--- config.mk ---
export PLATFORM = sky130hd
export DESIGN_NAME = mem_arbiter
export DESIGN_NICKNAME = d
export VERILOG_FILES = /design/src/rtl/mem_arbiter.sv
export SDC_FILE = /design/constraint.sdc
export NUM_CORES = 1
export LEC_CHECK = 0
export CORE_AREA = 2 2 102 104
export CTS_BUF_LIST = sky130_fd_sc_hd__clkbuf_16
export DETAILED_ROUTE_END_ITERATION = 7
export DIE_AREA = 0 0 104 106
export SETUP_SLACK_MARGIN = 0.2
export SYNTH_ARGS = -nofsm -noshare
export SYNTH_HDL_FRONTEND = slang
export SYNTH_SLANG_ARGS = --single-unit
--- constraint.sdc ---
create_clock -name clk -period 5 [get_ports clk]
set_input_delay 1 -clock clk [delete_from_list [all_inputs] [get_ports clk]]
set_output_delay 1 -clock clk [all_outputs]
set_load 0.02 [all_outputs]
--- src/rtl/mem_arbiter.sv ---
`default_nettype none
// +----------------------------------------------------------------------------+
// | Module   : mem_arbiter                                                     |
// | Purpose  : Shares one memory port between the instruction-fetch (IF) and   |
// |            load/store (D) requesters. Round-robin arbitration, at most one |
// |            access in flight, response returned MEM_LATENCY cycles after    |
// |            the grant on the owning requester's rvalid strobe.              |
// | Ports    : clk, rst (async, active-high)                                   |
// |            if_req/if_addr -> if_gnt, if_rvalid/if_rdata                    |
// |            d_req/d_we/d_addr/d_wdata -> d_gnt, d_rvalid/d_rdata            |
// |            mem_en/mem_we/mem_addr/mem_wdata -> memory, mem_rdata <- memory |
// | Revision : 1.0  initial release                                            |
// +----------------------------------------------------------------------------+
module mem_arbiter #(
   parameter int MEM_LATENCY = 1,   // 1..7
   parameter int ADDR_W      = 32,
   parameter int DATA_W      = 32
) (
   input  logic              clk,
   input  logic              rst,
   input  logic              if_req,
   input  logic [ADDR_W-1:0] if_addr,
   output logic              if_gnt,
   output logic              if_rvalid,
   output logic [DATA_W-1:0] if_rdata,
   input  logic              d_req,
   input  logic              d_we,
   input  logic [ADDR_W-1:0] d_addr,
   input  logic [DATA_W-1:0] d_wdata,
   output logic              d_gnt,
   output logic              d_rvalid,
   output logic [DATA_W-1:0] d_rdata,
   output logic              mem_en,
   output logic              mem_we,
   output logic [ADDR_W-1:0] mem_addr,
   output logic [DATA_W-1:0] mem_wdata,
   input  logic [DATA_W-1:0] mem_rdata
);

   typedef enum logic [0:0] {
      ST_IDLE = 1'b0,
      ST_WAIT = 1'b1
   } state_t;

   localparam logic       OWN_IF   = 1'b0;
   localparam logic       OWN_D    = 1'b1;
   localparam logic [2:0] CNT_INIT = 3'(MEM_LATENCY - 1);

   state_t     state_q, state_d;
   logic       owner_q, owner_d;
   logic       wr_q,    wr_d;
   logic       last_q,  last_d;
   logic [2:0] cnt_q,   cnt_d;

   logic w_resp;
   logic w_elig;
   logic w_pick_d;
   logic w_gnt_if;
   logic w_gnt_d;

   always_comb begin
      state_d   = state_q;
      owner_d   = owner_q;
      wr_d      = wr_q;
      last_d    = last_q;
      cnt_d     = cnt_q;
      if_gnt    = 1'b0;
      d_gnt     = 1'b0;
      if_rvalid = 1'b0;
      d_rvalid  = 1'b0;
      if_rdata  = '0;
      d_rdata   = '0;
      mem_en    = 1'b0;
      mem_we    = 1'b0;
      mem_addr  = '0;
      mem_wdata = '0;

      // The response cycle is also a grant slot, giving back-to-back accesses.
      w_resp   = (state_q == ST_WAIT) && (cnt_q == 3'd0);
      w_elig   = (state_q == ST_IDLE) || w_resp;
      // D wins when alone, or on a tie when IF was granted most recently.
      w_pick_d = d_req && (!if_req || (last_q == OWN_IF));
      // Grants are forced off while rst is high so every output reads 0.
      w_gnt_d  = !rst && w_elig && w_pick_d;
      w_gnt_if = !rst && w_elig && if_req && !w_pick_d;

      if (w_resp && !rst) begin
         if (owner_q == OWN_D) begin
            d_rvalid = 1'b1;
            if (!wr_q) begin
               d_rdata = mem_rdata;
            end
         end else begin
            if_rvalid = 1'b1;
            if_rdata  = mem_rdata;
         end
      end

      if (w_gnt_d) begin
         d_gnt     = 1'b1;
         mem_en    = 1'b1;
         mem_we    = d_we;
         mem_addr  = d_addr;
         mem_wdata = d_wdata;
      end else if (w_gnt_if) begin
         if_gnt    = 1'b1;
         mem_en    = 1'b1;
         mem_addr  = if_addr;
      end

      if (w_gnt_d || w_gnt_if) begin
         state_d = ST_WAIT;
         owner_d = w_gnt_d ? OWN_D : OWN_IF;
         wr_d    = w_gnt_d && d_we;
         last_d  = w_gnt_d ? OWN_D : OWN_IF;
         cnt_d   = CNT_INIT;
      end else if ((state_q == ST_WAIT) && (cnt_q != 3'd0)) begin
         cnt_d = cnt_q - 3'd1;
      end else if (w_resp) begin
         state_d = ST_IDLE;
      end
   end

   always_ff @(posedge clk or posedge rst) begin
      if (rst) begin
         state_q <= ST_IDLE;
         owner_q <= OWN_IF;
         wr_q    <= 1'b0;
         last_q  <= OWN_IF;
         cnt_q   <= 3'd0;
      end else begin
         state_q <= state_d;
         owner_q <= owner_d;
         wr_q    <= wr_d;
         last_q  <= last_d;
         cnt_q   <= cnt_d;
      end
   end

endmodule
`default_nettype wire

Word-level counts from Yosys, hierarchy flattened
Index checks and enable logic that the tools add are counted.

storage, ports and cells
  register bits after elaboration = 6
  output and inout bits = 134

cells by class
  add/subtract/negate cells = 1
  equality and inequality tests = 1
  muxes and demuxes = 22
  bitwise logic cells = 2
  reduce and logical (&&, ||, !) cells = 20

operators with widths
  cell                   count
  $mux W32               8
  $mux W1                12
  $logic_and A1 B1 Y1    9
  $mux W3                2
  $reduce_bool A2 Y1     2
  $logic_not A1 Y1       3
  $logic_not A3 Y1       1
  $logic_or A1 B1 Y1     3
  $reduce_bool A3 Y1     1
  $sub A3 B1 Y3 const B  1
  $ne A2 B2 Y1 const B   1
  $not A1 Y1             2
  $reduce_and A2 Y1      1

Logic depth before layout (Yosys ltp)
  depth after elaboration = 9
  gate-level depth with buffers = 8
  mapped depth without buffers = 6

Worst setup path after synthesis
No wires, ideal clock.

  path kind = input to output
  start = in rst
  end = out d_rdata[22]
  arrival time = 2.276 ns
  slack = 1.724 ns
  stages = 5
  path buffers = 2
  path through = buf_2 -> inv_1 -> and4_1 -> clkbuf_1 -> and3_1

between the ends
  word-level cells in the longest chain between the ends = 3

RTL lines
  item                               line  RTL
  start: declaration                 20    input logic rst,
  $logic_not A1 Y1 (no source line)  -
  $logic_and A1 B1 Y1                87    if (w_resp && !rst) begin
  $mux W32                           87
  end: declaration                   32    output logic [DATA_W-1:0] d_rdata,

No other way between the ends.

Final worst setup path
  start = in rst
  end = out d_rdata[17]

Same word-level chain as after synthesis.

==> flow_summary.ini <==
[pwr]
power_leakage_nw = 1.70
pwr_per_cell_area_nw_per_um2 = 242
peakVddDrop_v = 0.000106

[sta]
finalSetupViolations = 0
worst_pin_slew_ns = 0.752
final.period_utilization = 0.839
finalMaxSlewViolations = 0
totalNegativeSetupSlack_ns = 0
setup_slack_ns = 0.804
fmaxAchievable_mhz = 238
worst_slew_margin_rel = 0.498
time_the_worst_path_needs_with_i_o_delays_and_setup_ns = 4.20
final-hold-violation-count = 0
rsz0062_at_grt = false
post_route_skew_ns = 0.00177

[cts]
tritoncts_clock_tree = built
clk_transition_reported_paths_ns = 0.03
cts.hold.buffers_added = 0
postCtsResizedCells = 0
clock_path_buffers = 2
htreeDepth = 1
cts.sink_count = 6
post-cts-setup-buffer-count = 0
numCtsBuffers = 3
cts_root_buf = sky130_fd_sc_hd__clkbuf_16
clock_latency_ns = 0.23

[routing]
drc = 0
postRouteAntennaNets = 0
route.final.wire_length_mm = 8.29
detailedRoute.firstIterationViolations = 102
firstDrtPassIters = 4
routed_via_density = 4.02
total_via_count_after_detailed_routing = 2293
wl_per_cell_um = 14.5

[yosys]
ys_ff_latch = 6
synthesis.instances = 182
seq_area_frac_synth = 0.111
mappedNetlistArea_sq_um = 1350
yosysUniqueCellTypes = 25
syn_avg_cell_area_sq_um = 7.44
yosysWarnings = 0
synth_fp_nets = 317

[setup_path]
critPathLaunchType = input port
timing.critical_path.arrival_ns = 3.20
worstSetupEndpointType = output port
worstSetupPathType = in2out
required_ns = 4.00
crit_path_max_fanout = 33

[global_route]
grt_util_all_layers = 0.138
globalRouteOverflowTotal = 0
maximum_number_of_pins_on_one_net_before_global_route_repair = 56
vias_in_the_first_global_route = 2238
grt_first_pass_wirelength_mm = 12.3
number_of_antenna_violations_at_the_first_check_in_global_routing = 0

[placement]
place_area_sq_um = 4110
port_buffers = 266
gp_congestion = 0.855
worst_slack_after_detailed_placement_ns = 0.798
detailed_place_hpwl_mm = 6.85

[floorplanning]
pin_count = 267
design.core.area_sq_um = 10000
fp-row-count = 37
die_h_um = 106
start_util = 0.135
floorplan.die_area_sq_um = 11000
die_w_um = 104

[cells_and_area]
n_antenna_cell = 0
area_delta_synth_final_pct = 209
final_cell_mix = sky130_fd_sc_hd__clkdlybuf4s50_1 (266), sky130_fd_sc_hd__and2_1 (65), sky130_fd_sc_hd__a22o_1 (32), sky130_fd_sc_hd__and3_1 (32), sky130_fd_sc_hd__dfrtp_1 (6)
drive_above_1_share = 0.0276
finish.instance_area_sq_um = 4190
layout_commonest_cell = sky130_fd_sc_hd__clkdlybuf4s50_1
num-nets-final = 571

[worst_hold_path]
timing.hold.worst.class = reg2reg

[run_status]
run_status = finished, final reports clean

[flow_run]
number_of_violations_of_the_max_capacitance_limit = 0
## routing by layer
metal  track usage  part of all wire  vias up
li1              -                 -     1146
met1         0.169              0.42     1045
met2         0.246              0.51      100
met3        0.0441             0.065        2
met4        0.0125            0.0023        0
met5             0                 0        -
## final cells by class
cell class | instances | area [sq um]
multi-input cells | 150 | 1070
clock buffers | 3 | 75.1
fillers | 1018 | 5810
well taps | 136 | 170
inverters | 5 | 18.8
repair buffers | 270 | 2710
flip-flops and latches | 6 | 150
## sequential cells by signal, summed over array words and instances, names as in the netlist
register / cells
wr_q: 1
state_q: 1
last_q: 1
cnt_q: 3
## report_power, final
group	switching [W]	internal [W]
registers	0.0000146	0.0000740
clock network	0.0000257	0.000103
logic	0.000386	0.000411
total	0.000426	0.000587
## cells in the mapped netlist, drive strengths merged
library cell	instances	area share
dfrtp	6	0.11
nand2	1	0.0028
clkbuf	13	0.037
a22o	32	0.21
o32a	1	0.0074
nor2b	2	0.015
ha	2	0.018
or2	1	0.0046
nor3b	1	0.0055
and2	65	0.30
and4	1	0.0065
nor4b	1	0.018
and4bb	2	0.018
and3	32	0.15
a211oi	2	0.011
o2bb2ai	1	0.0065
nor3	1	0.0037
buf	8	0.048
inv	5	0.014
xnor2	1	0.0065
nor2	4	0.011
## worst paths after layout
kind	start	cells after the start	endpoint	slack [ns]
worst max-delay path	rst	6	d_rdata[17]	0.80
worst min-delay path	cnt_q[1]$_DFFE_PP0P_	2	cnt_q[1]$_DFFE_PP0P_	0.55
worst max register to register	cnt_q[0]$_DFFE_PP0P_	6	wr_q$_DFFE_PP0P_	3.22
worst min register to register	cnt_q[1]$_DFFE_PP0P_	2	cnt_q[1]$_DFFE_PP0P_	0.55
max in group asynchronous	rst	2	cnt_q[0]$_DFFE_PP0P_	3.57
min in group asynchronous	rst	2	wr_q$_DFFE_PP0P_	1.22
## logic make-up after synthesis
kind of cell | count (synthesis) | synth area share
and+or+nand+nor | 111 | 0.533
adders and majority gates | 2 | 0.0185
xor gates and xnor gates | 1 | 0.00647
DFF | 6 | 0.111
AOI/OAI and AO/OA | 36 | 0.232
buffers and inverters | 26 | 0.0989
## worst max-delay path: stages
cell and delay, ns:
sky130_fd_sc_hd__clkdlybuf4s50_1 0.54, sky130_fd_sc_hd__inv_1 0.28, sky130_fd_sc_hd__and4_1 0.25, sky130_fd_sc_hd__buf_4 0.29, sky130_fd_sc_hd__and3_1 0.20, sky130_fd_sc_hd__clkdlybuf4s50_1 0.62
## stage by stage
stage | util | hold WS, ns | total power, W | cells
floorplan | - | 0.509 | 0.000516 | 182
global placement | 0.411 | 0.526 | 0.000883 | 567
detailed placement | 0.411 | 0.552 | 0.000889 | 567
CTS | 0.419 | 0.554 | 0.00102 | 570
global route | 0.419 | 0.598 | 0.00108 | 570
finish | 0.419 | 0.554 | 0.00101 | 570
Note: power is estimated with default switching activity, not from simulation.
